$ cat src/rtl/vga_frame_monitor_if.sv
// VGA output bus as produced by top_vga: active syncs plus 4-bit-per-channel colour.
// The master modport drives the bus; the slave modport observes it.
interface vga_frame_monitor_if;
  logic       hs;
  logic       vs;
  logic [3:0] r;
  logic [3:0] g;
  logic [3:0] b;

  modport master (output hs, vs, r, g, b);
  modport slave  (input  hs, vs, r, g, b);
endinterface

$ cat src/rtl/vga_frame_monitor.sv
// Passive VGA timing checker: measures line/frame length and sync widths, keeps a
// per-frame 24-bit pixel checksum and reports sticky errors plus a lock indication.
module vga_frame_monitor #(
  parameter int H_TOTAL     = 1344,
  parameter int H_SYNC_W    = 136,
  parameter int V_TOTAL     = 806,
  parameter int V_SYNC_W    = 6,
  parameter bit SYNC_POL    = 1'b1,
  parameter int LOCK_FRAMES = 2
) (
  input  logic                clk,
  input  logic                rst_n,
  vga_frame_monitor_if.slave  i_vga,
  input  logic                i_clr_err,
  output logic                o_locked,
  output logic                o_frame_done,
  output logic [23:0]         o_frame_sum,
  output logic [15:0]         o_frame_cnt,
  output logic                o_err_hlen,
  output logic                o_err_hsync,
  output logic                o_err_vlen,
  output logic                o_err_vsync
);

  localparam int HW = $clog2(2 * H_TOTAL + 1);
  localparam int VW = $clog2(V_TOTAL + 1) + 1;
  localparam int LW = $clog2(LOCK_FRAMES + 1);

  localparam logic [HW-1:0] H_LAST = HW'(H_TOTAL - 1);
  localparam logic [HW-1:0] H_TMO  = HW'(2 * H_TOTAL);
  localparam logic [HW-1:0] H_SW   = HW'(H_SYNC_W);
  localparam logic [VW-1:0] V_TOT  = VW'(V_TOTAL);
  localparam logic [19:0]   V_SW   = 20'(V_SYNC_W * H_TOTAL);
  localparam logic [LW-1:0] LOCK_N = LW'(LOCK_FRAMES);

  logic          r_s1_hs, r_s1_vs, r_s2_hs, r_s2_vs;
  logic [11:0]   r_s1_rgb;
  logic [HW-1:0] r_hcnt, r_hpw;
  logic          r_h_armed, r_v_armed;
  logic [VW-1:0] r_vline;
  logic [19:0]   r_vpw;
  logic [23:0]   r_acc, r_frame_sum;
  logic [15:0]   r_frame_cnt;
  logic          r_frame_done, r_frame_err;
  logic [LW-1:0] r_clean_cnt;
  logic          r_err_hlen, r_err_hsync, r_err_vlen, r_err_vsync;

  logic          w_hs_s1, w_hs_s2, w_vs_s1, w_vs_s2;
  logic          w_hs_lead, w_hs_trail, w_vs_lead, w_vs_trail;
  logic          w_h_timeout, w_frame_end;
  logic          w_hlen_bad, w_hsync_bad, w_vlen_bad, w_vsync_bad, w_any_err;
  logic [VW-1:0] w_vline_now;
  logic [23:0]   w_pixel;

  // Sync registers reset to the deasserted level so reset release is not seen as an edge.
  always_ff @(posedge clk or negedge rst_n) begin
    if (!rst_n) begin
      r_s1_hs  <= ~SYNC_POL;
      r_s1_vs  <= ~SYNC_POL;
      r_s2_hs  <= ~SYNC_POL;
      r_s2_vs  <= ~SYNC_POL;
      r_s1_rgb <= '0;
    end else begin
      r_s1_hs  <= i_vga.hs;
      r_s1_vs  <= i_vga.vs;
      r_s2_hs  <= r_s1_hs;
      r_s2_vs  <= r_s1_vs;
      r_s1_rgb <= {i_vga.r, i_vga.g, i_vga.b};
    end
  end

  assign w_hs_s1    = (r_s1_hs == SYNC_POL);
  assign w_hs_s2    = (r_s2_hs == SYNC_POL);
  assign w_vs_s1    = (r_s1_vs == SYNC_POL);
  assign w_vs_s2    = (r_s2_vs == SYNC_POL);
  assign w_hs_lead  = w_hs_s1 & ~w_hs_s2;
  assign w_hs_trail = w_hs_s2 & ~w_hs_s1;
  assign w_vs_lead  = w_vs_s1 & ~w_vs_s2;
  assign w_vs_trail = w_vs_s2 & ~w_vs_s1;

  // The line count seen by a vs edge includes an hs edge landing in the same cycle.
  assign w_vline_now = r_vline + VW'(w_hs_lead);
  assign w_h_timeout = r_h_armed & ~w_hs_lead & (r_hcnt == H_TMO);
  assign w_hlen_bad  = (w_hs_lead & r_h_armed & (r_hcnt != H_LAST)) | w_h_timeout;
  assign w_hsync_bad = w_hs_trail & r_h_armed & (r_hpw != H_SW);
  assign w_vlen_bad  = w_vs_lead & r_v_armed & (w_vline_now != V_TOT);
  assign w_vsync_bad = w_vs_trail & r_v_armed & (r_vpw != V_SW);
  assign w_any_err   = w_hlen_bad | w_hsync_bad | w_vlen_bad | w_vsync_bad;
  assign w_frame_end = w_vs_lead & r_v_armed;
  assign w_pixel     = {12'h000, r_s1_rgb};

  always_ff @(posedge clk or negedge rst_n) begin
    if (!rst_n) begin
      r_hcnt    <= '0;
      r_hpw     <= '0;
      r_h_armed <= 1'b0;
    end else begin
      if (w_hs_lead)
        r_hcnt <= '0;
      else if (r_hcnt != H_TMO)
        r_hcnt <= r_hcnt + 1'b1;
      if (w_hs_lead)
        r_h_armed <= 1'b1;
      else if (w_h_timeout)
        r_h_armed <= 1'b0;
      if (w_hs_lead)
        r_hpw <= HW'(1);
      else if (w_hs_s1 && r_hpw != H_TMO)
        r_hpw <= r_hpw + 1'b1;
    end
  end

  always_ff @(posedge clk or negedge rst_n) begin
    if (!rst_n) begin
      r_vline   <= '0;
      r_vpw     <= '0;
      r_v_armed <= 1'b0;
    end else begin
      if (w_vs_lead)
        r_vline <= '0;
      else if (w_hs_lead && r_vline != '1)
        r_vline <= r_vline + 1'b1;
      if (w_vs_lead)
        r_vpw <= 20'd1;
      else if (w_vs_s1 && r_vpw != '1)
        r_vpw <= r_vpw + 1'b1;
      if (w_vs_lead)
        r_v_armed <= 1'b1;
    end
  end

  // The pixel sampled alongside a vs edge is the first pixel of the new frame.
  always_ff @(posedge clk or negedge rst_n) begin
    if (!rst_n) begin
      r_acc        <= '0;
      r_frame_sum  <= '0;
      r_frame_cnt  <= '0;
      r_frame_done <= 1'b0;
    end else begin
      r_frame_done <= w_frame_end;
      if (w_vs_lead)
        r_acc <= w_pixel;
      else
        r_acc <= r_acc + w_pixel;
      if (w_frame_end) begin
        r_frame_sum <= r_acc;
        r_frame_cnt <= r_frame_cnt + 1'b1;
      end
    end
  end

  // A freshly detected error outranks a simultaneous clear.
  always_ff @(posedge clk or negedge rst_n) begin
    if (!rst_n) begin
      r_err_hlen  <= 1'b0;
      r_err_hsync <= 1'b0;
      r_err_vlen  <= 1'b0;
      r_err_vsync <= 1'b0;
      r_frame_err <= 1'b0;
      r_clean_cnt <= '0;
    end else begin
      r_err_hlen  <= (r_err_hlen  & ~i_clr_err) | w_hlen_bad;
      r_err_hsync <= (r_err_hsync & ~i_clr_err) | w_hsync_bad;
      r_err_vlen  <= (r_err_vlen  & ~i_clr_err) | w_vlen_bad;
      r_err_vsync <= (r_err_vsync & ~i_clr_err) | w_vsync_bad;
      if (w_vs_lead)
        r_frame_err <= 1'b0;
      else if (w_any_err)
        r_frame_err <= 1'b1;
      if (w_any_err)
        r_clean_cnt <= '0;
      else if (w_frame_end && !r_frame_err && r_clean_cnt != LOCK_N)
        r_clean_cnt <= r_clean_cnt + 1'b1;
    end
  end

  assign o_locked     = (r_clean_cnt == LOCK_N);
  assign o_frame_done = r_frame_done;
  assign o_frame_sum  = r_frame_sum;
  assign o_frame_cnt  = r_frame_cnt;
  assign o_err_hlen   = r_err_hlen;
  assign o_err_hsync  = r_err_hsync;
  assign o_err_vlen   = r_err_vlen;
  assign o_err_vsync  = r_err_vsync;

endmodule

$ cat src/flat_wrapper.sv
// flat-port wrapper written by rule: the top's interface ports become plain ports
module vga_frame_monitor_flat 
#(
  parameter int H_TOTAL     = 1344,
  parameter int H_SYNC_W    = 136,
  parameter int V_TOTAL     = 806,
  parameter int V_SYNC_W    = 6,
  parameter bit SYNC_POL    = 1'b1,
  parameter int LOCK_FRAMES = 2
)
  (clk, rst_n, i_clr_err, o_locked, o_frame_done, o_frame_sum, o_frame_cnt, o_err_hlen, o_err_hsync, o_err_vlen, o_err_vsync, i_vga_hs, i_vga_vs, i_vga_r, i_vga_g, i_vga_b);
  vga_frame_monitor_if i_vga_i ();
  input  logic clk;
  input  logic rst_n;
  input  logic i_clr_err;
  output logic o_locked;
  output logic o_frame_done;
  output logic [23:0] o_frame_sum;
  output logic [15:0] o_frame_cnt;
  output logic o_err_hlen;
  output logic o_err_hsync;
  output logic o_err_vlen;
  output logic o_err_vsync;
  input wire logic [$bits(i_vga_i.hs)-1:0] i_vga_hs;
  input wire logic [$bits(i_vga_i.vs)-1:0] i_vga_vs;
  input wire logic [$bits(i_vga_i.r)-1:0] i_vga_r;
  input wire logic [$bits(i_vga_i.g)-1:0] i_vga_g;
  input wire logic [$bits(i_vga_i.b)-1:0] i_vga_b;
  assign i_vga_i.hs = i_vga_hs;
  assign i_vga_i.vs = i_vga_vs;
  assign i_vga_i.r = i_vga_r;
  assign i_vga_i.g = i_vga_g;
  assign i_vga_i.b = i_vga_b;
  vga_frame_monitor #(.H_TOTAL(H_TOTAL), .H_SYNC_W(H_SYNC_W), .V_TOTAL(V_TOTAL), .V_SYNC_W(V_SYNC_W), .SYNC_POL(SYNC_POL), .LOCK_FRAMES(LOCK_FRAMES)) u_core (.clk(clk), .rst_n(rst_n), .i_vga(i_vga_i), .i_clr_err(i_clr_err), .o_locked(o_locked), .o_frame_done(o_frame_done), .o_frame_sum(o_frame_sum), .o_frame_cnt(o_frame_cnt), .o_err_hlen(o_err_hlen), .o_err_hsync(o_err_hsync), .o_err_vlen(o_err_vlen), .o_err_vsync(o_err_vsync));
endmodule
$ cat config.mk
export PLATFORM = sky130hd
export DESIGN_NAME = vga_frame_monitor_flat
export DESIGN_NICKNAME = d
export VERILOG_FILES = /design/src/rtl/vga_frame_monitor_if.sv /design/src/rtl/vga_frame_monitor.sv /design/src/flat_wrapper.sv
export SDC_FILE = /design/constraint.sdc
export NUM_CORES = 1
export LEC_CHECK = 0
export BUFFER_PORTS_ARGS = -buffer_cell sky130_fd_sc_hd__buf_4
export CORE_MARGIN = 5
export CORE_UTILIZATION = 30
export DETAILED_ROUTE_END_ITERATION = 6
export PLACE_DENSITY_LB_ADDON = 0.05
export SYNTH_ARGS = -nofsm -noshare
export SYNTH_HDL_FRONTEND = slang
export SYNTH_SLANG_ARGS = --single-unit
$ cat constraint.sdc
create_clock -name clk -period 3.2 [get_ports clk]
set_clock_uncertainty 0.1 [all_clocks]
set_input_delay 0.64 -clock clk [delete_from_list [all_inputs] [get_ports clk]]
set_output_delay 0.64 -clock clk [all_outputs]
set_load 0.01 [all_outputs]
; ---- After elaboration in Yosys (flattened, before gate mapping)
; Index checks and enable logic that the tools add are counted.
; Widths: inputs -> output; s select.
[op_classes]
n_addsub = 8
eq_ne = 11
n_mux = 15
n_bitwise = 32
reduce_logical = 13
[ops]
columns = operator, n
row1 = $mux 12, 4
row2 = $mux 20, 2
row3 = $add 12x1->12 const B, 2
row4 = $add 24x12->24, 1
row5 = $mux 24, 1
row6 = $ne 12x12->1 const B, 2
row7 = $mux 11, 2
row8 = $add 20x1->20 const B, 1
row9 = $ne 20x13->1 const B, 1
row10 = $ne 20x20->1 const B, 1
row11 = $and 1x1->1, 18
row12 = $add 16x1->16 const B, 1
row13 = $reduce_bool 2->1, 7
row14 = $eq 12x12->1 const B, 1
row15 = $ne 12x11->1 const B, 1
row16 = $ne 12x8->1 const B, 1
row17 = $add 11x1->11, 1
row18 = $add 11x1->11 const B, 1
row19 = $ne 11x10->1 const B, 1
row20 = $ne 11x11->1 const B, 1
row21 = $or 1x1->1, 8
row22 = $not 1->1, 6
row23 = $logic_and 1x1->1, 5
row24 = $mux 1, 4
row25 = other kinds (5), 6
[word_totals]
register_bits = 145
inputBits = 17
out_inout_bits = 46
word_cells = 100

; ---- Depth between registers and ports, before layout
[logic_depth]
word_depth = 11
ltp_mapped = 10
mapped_depth_nobuf = 8

; ---- Least setup slack after synthesis
; OpenSTA, ideal clock, no wires.
[synth_path]
path_kind = reg2reg
from = register u_core.r_s1_hs
to = register u_core.r_err_vlen (netlist: u_core.o_err_vlen)
setup_time_ns = 0.118
arrival_ns = 2.341
required_time_ns = 2.982
path_slack_ns = 0.641
stages_incl_launch_ff = 11
path_buffers = 2
path_cell_list = dfrtp_1 > nand2b_1 > clkbuf_1 > clkinv_1 > clkbuf_1 > ha_1 > nor3_1 > nand4_1 > a2111oi_0 > a21oi_1 > a21o_1
[synth_via]
elab_chain_len = 5
[synth_lines]
columns = element, line
row1 = start: declaration, vga_frame_monitor.sv:36  ; logic r_s1_hs, r_s1_vs, r_s2_hs, r_s2_vs;
row2 = start signal: assignment, vga_frame_monitor.sv:58  ; r_s1_hs <= ~SYNC_POL;
row3 = start signal: assignment, vga_frame_monitor.sv:64  ; r_s1_hs <= i_vga.hs;
row4 = $and 1x1->1, vga_frame_monitor.sv:76  ; assign w_hs_lead = w_hs_s1 & ~w_hs_s2;
row5 = named net u_core.w_hs_lead, vga_frame_monitor.sv:49  ; logic w_hs_lead, w_hs_trail, w_vs_lead, w_vs_trail;
row6 = $add 11x1->11, vga_frame_monitor.sv:82  ; assign w_vline_now = r_vline + VW'(w_hs_lead);
row7 = $ne 11x10->1, vga_frame_monitor.sv:86  ; assign w_vlen_bad = w_vs_lead & r_v_armed & (w_vline_now != V_TOT);
row8 = $and 1x1->1, vga_frame_monitor.sv:86
row9 = $or 1x1->1, vga_frame_monitor.sv:164  ; r_err_vlen <= (r_err_vlen & ~i_clr_err) | w_vlen_bad;
row10 = end signal: assignment, vga_frame_monitor.sv:164
row11 = end: declaration, vga_frame_monitor.sv:46  ; logic r_err_hlen, r_err_hsync, r_err_vlen, r_err_vsync;
; The timed path passes the listed nets, and every way through them passes these cells.
; A chain may end at the register's enable or synchronous reset.

; ---- Worst setup path after layout
[layout_path]
from = register u_core.r_acc[4]
to = register u_core.r_acc[19]
[layout_via]
elab_chain_len = 2
[layout_lines]
columns = element, line
row1 = start: declaration, vga_frame_monitor.sv:42  ; logic [23:0] r_acc, r_frame_sum;
row2 = start signal: assignment, vga_frame_monitor.sv:142  ; r_acc <= w_pixel;
row3 = start signal: assignment, vga_frame_monitor.sv:144  ; r_acc <= r_acc + w_pixel;
row4 = $add 24x12->24, vga_frame_monitor.sv:144
row5 = $mux 24, vga_frame_monitor.sv:141  ; if (w_vs_lead)
; Every way passes these cells.

==> results.toml <==
[power_and_ir_drop]
finalPower_uw = 5950
powerDensity_nw_per_um2 = 691
irDropWorstVdd_mv = 0.261
p_leak_uw = 0.00398

[synth]
synth.most_common_cell = "dfrtp_1"
syn-cell-area_um2 = 7180
syn_nets = 753
yosys.area.top_type = "dfrtp_1"
syn-instance-count = 711
syn_area_per_cell_um2 = 10.1
synth_top_area_share_pct = 50.6
ys_types = 67
synthFlopType = "dfrtp_1"
ys_seq_elements = 145
ys_top_cells_by_area = "dfrtp_1 (51%), nand2_1 (4.2%), ha_1 (4.2%)"
async_reset_ff_share_pct = 100
synth_common_cells = "dfrtp_1 (145), nand2_1 (81), nor2_1 (69)"
synth_edf_count = 0
yosysWarnings = 0
seq_area_frac_synth_pct = 50.6

[place]
dp_hpwl_um = 11500
io_buffers = 62
place_congestion = 0.765

[clock_network]
cts_tree = "done"
clk_latency_ns = 0.42
clkSinkCount = 145
hold_buffers = 0
cts_setup_buffers = 0
h-tree-depth = 4
cts_inserted_buffers = 17
clkSlewWorstSetupHoldPaths_ns = 0.06
cts-resized-gates = 0
clock-root-buffer = "clkbuf_16"
cts_buffer_depth = 2

[worst_hold_path]
min_path_type = "in2async"

[critical_path]
cp.depth = 6
endpoint_kind = "flop"
crit_buf_inv = 0
crit_type = "reg2reg"
critical_path.top_delay_family = "compound AO/OA/AOI/OAI gates"
worstRegToRegCells = 6
worstSetupStartpointType = "flop"
critPathRequiredTime_ns = 3.42
crit_chain = "ha_1 -> o211ai_1 -> o211ai_1 -> a311o_1 -> mux2_4 -> a2111oi_4"
crit_arrival_ns = 2.76
crit_slowest_cell = "a311o_1"
r2r_setup_slack_ns = 0.66
cpMostUsedCell = "o211ai_1"
cp_max_fo = 12
critPathMaxStageDelay_ns = 0.56

[sta]
finalHoldViolCount = 0
rsz0062_at_grt = "no"
fmax_mhz = 394
tns_ns = 0
period_minus_slack_ns = 2.54
fin_crit_sh_pct = 79.2
maxSlewHeadroom_pct = 44.2
maxSlewViolCount = 0
finalSetupViolCount = 0
tightestPinTransition_ns = 0.830

[layout]
fillers = 2403
drive_gt1_share_pct = 15.8
utilization_pct = 36.6
finalNetCount = 814
diodes = 0
area_growth_syn_to_layout_pct = 20.0

[route]
drt-wirelength-per-cell_um = 14.9
drtPass1Iterations = 4
totalWireLength_um = 16500
num_vias = 5438
viasPerCell = 4.93
drc = 0
drt_iter0_drc = 268
postRouteAntennaNets = 0

[job]
maxCapViolations = 0

[global_routing]
grt_overflow = 0
grt_usage_pct = 12.8
grt_pass1_vias = 5607
grt_antenna_before_repair = 0
grt_pass1_wl_um = 28100
grt_start_max_net_pins = 74

[floorplan]
ioPinCount = 63
die_area_um2 = 27100
fp.dieH_um = 165
die_w_um = 165
coreArea_um2 = 23500
rows = 56
start_util_pct = 30.5

[outcome]
status = "finished, final reports clean"
## layout by cell type (no fill, tap or decap), types with 10 or more instances in the layout
cell	netlist	layout
nor2_1	69	69
xor2_1	32	32
nand3_1	20	20
nor3_1	22	22
inv_1	25	25
a21oi_1	32	32
nand4_1	26	26
ha_1	24	24
clkbuf_16	0	17
xnor2_1	27	27
nand2b_1	10	10
mux2_2	14	14
dfrtp_1	145	145
and3_1	21	21
buf_4	0	69
o21ai_0	14	14
nand2_1	81	81
## per-layer routing
layer  share of wire [%]  track usage [%]  up-vias
met1                  50             17.8     2694
met5                   0                0        -
met3                 3.5             2.47       16
met4                 1.2             4.61        0
li1                    -                -     2644
met2                  46             19.8       84
## registers in the layout (all words and copies together) (netlist names)
name / flops
u_core.o_frame_sum: 24
u_core.r_acc: 24
u_core.r_vpw: 20
u_core.o_frame_cnt: 16
u_core.r_hcnt: 12
u_core.r_hpw: 12
u_core.r_s1_rgb: 12
u_core.r_vline: 11
u_core.r_clean_cnt: 2
u_core.o_err_hlen: 1
u_core.o_err_hsync: 1
u_core.o_err_vlen: 1
u_core.o_err_vsync: 1
u_core.o_frame_done: 1
u_core.r_frame_err: 1
u_core.r_h_armed: 1
u_core.r_s1_hs: 1
u_core.r_s1_vs: 1
u_core.r_s2_hs: 1
u_core.r_s2_vs: 1
u_core.r_v_armed: 1
## path summary, 6_finish.rpt
kind | startpoint | endpoint
worst min register to register | u_core.r_s1_hs | u_core.r_s2_hs
worst min-delay path | rst_n | u_core.r_clean_cnt[1]
worst max register to register | u_core.r_acc[4] | u_core.r_acc[19]
max in group asynchronous | rst_n | u_core.o_frame_cnt[1]
worst max-delay path | u_core.r_acc[4] | u_core.r_acc[19]
min in group clk | i_vga_b[3] | u_core.r_s1_rgb[3]
## through the flow
stage               area, um^2  hold WS [ns]  setup WS (ns)  cells
floorplan                 7180         0.244          0.641    711
global placement          7980         0.333          0.704   1072
detailed placement        7980         0.350          0.650   1072
CTS                       8610         0.162          0.639   1104
global route              8610         0.196          0.469   1104
finish                    8610         0.134          0.664   1104
## kinds of logic (layout without fill, tap and decap cells)
logic type	after synthesis	count (layout)	synth area share [%]
AO/OA/AOI/OAI	114	114	10.8
flip-flops	145	145	50.6
adder cells (fa/ha/maj)	25	25	4.46
AND/OR/NAND/NOR	291	291	20.2
buffers and inverters	54	128	3.23
multiplexers	23	23	3.52
XOR/XNOR	59	59	7.20
## cell type report
cell class | count | area [um^2] | share of cell area (%)
clock buffer | 17 | 425 | 4.94
clock inverter | 15 | 206 | 2.40
inverter | 26 | 97.6 | 1.13
multi-input combinational | 512 | 3320 | 38.6
sequential | 145 | 3630 | 42.1
tap | 319 | 399 | 4.64
timing repair buffer | 70 | 529 | 6.15
## power breakdown
group | switching [uW] | internal, uW | total, uW | leakage (uW)
combinational | 763 | 672 | 1430 | 0.00179
clock | 827 | 1310 | 2140 | 0.000304
sequential | 255 | 2120 | 2380 | 0.00188
(Power assumes the default switching activity.)
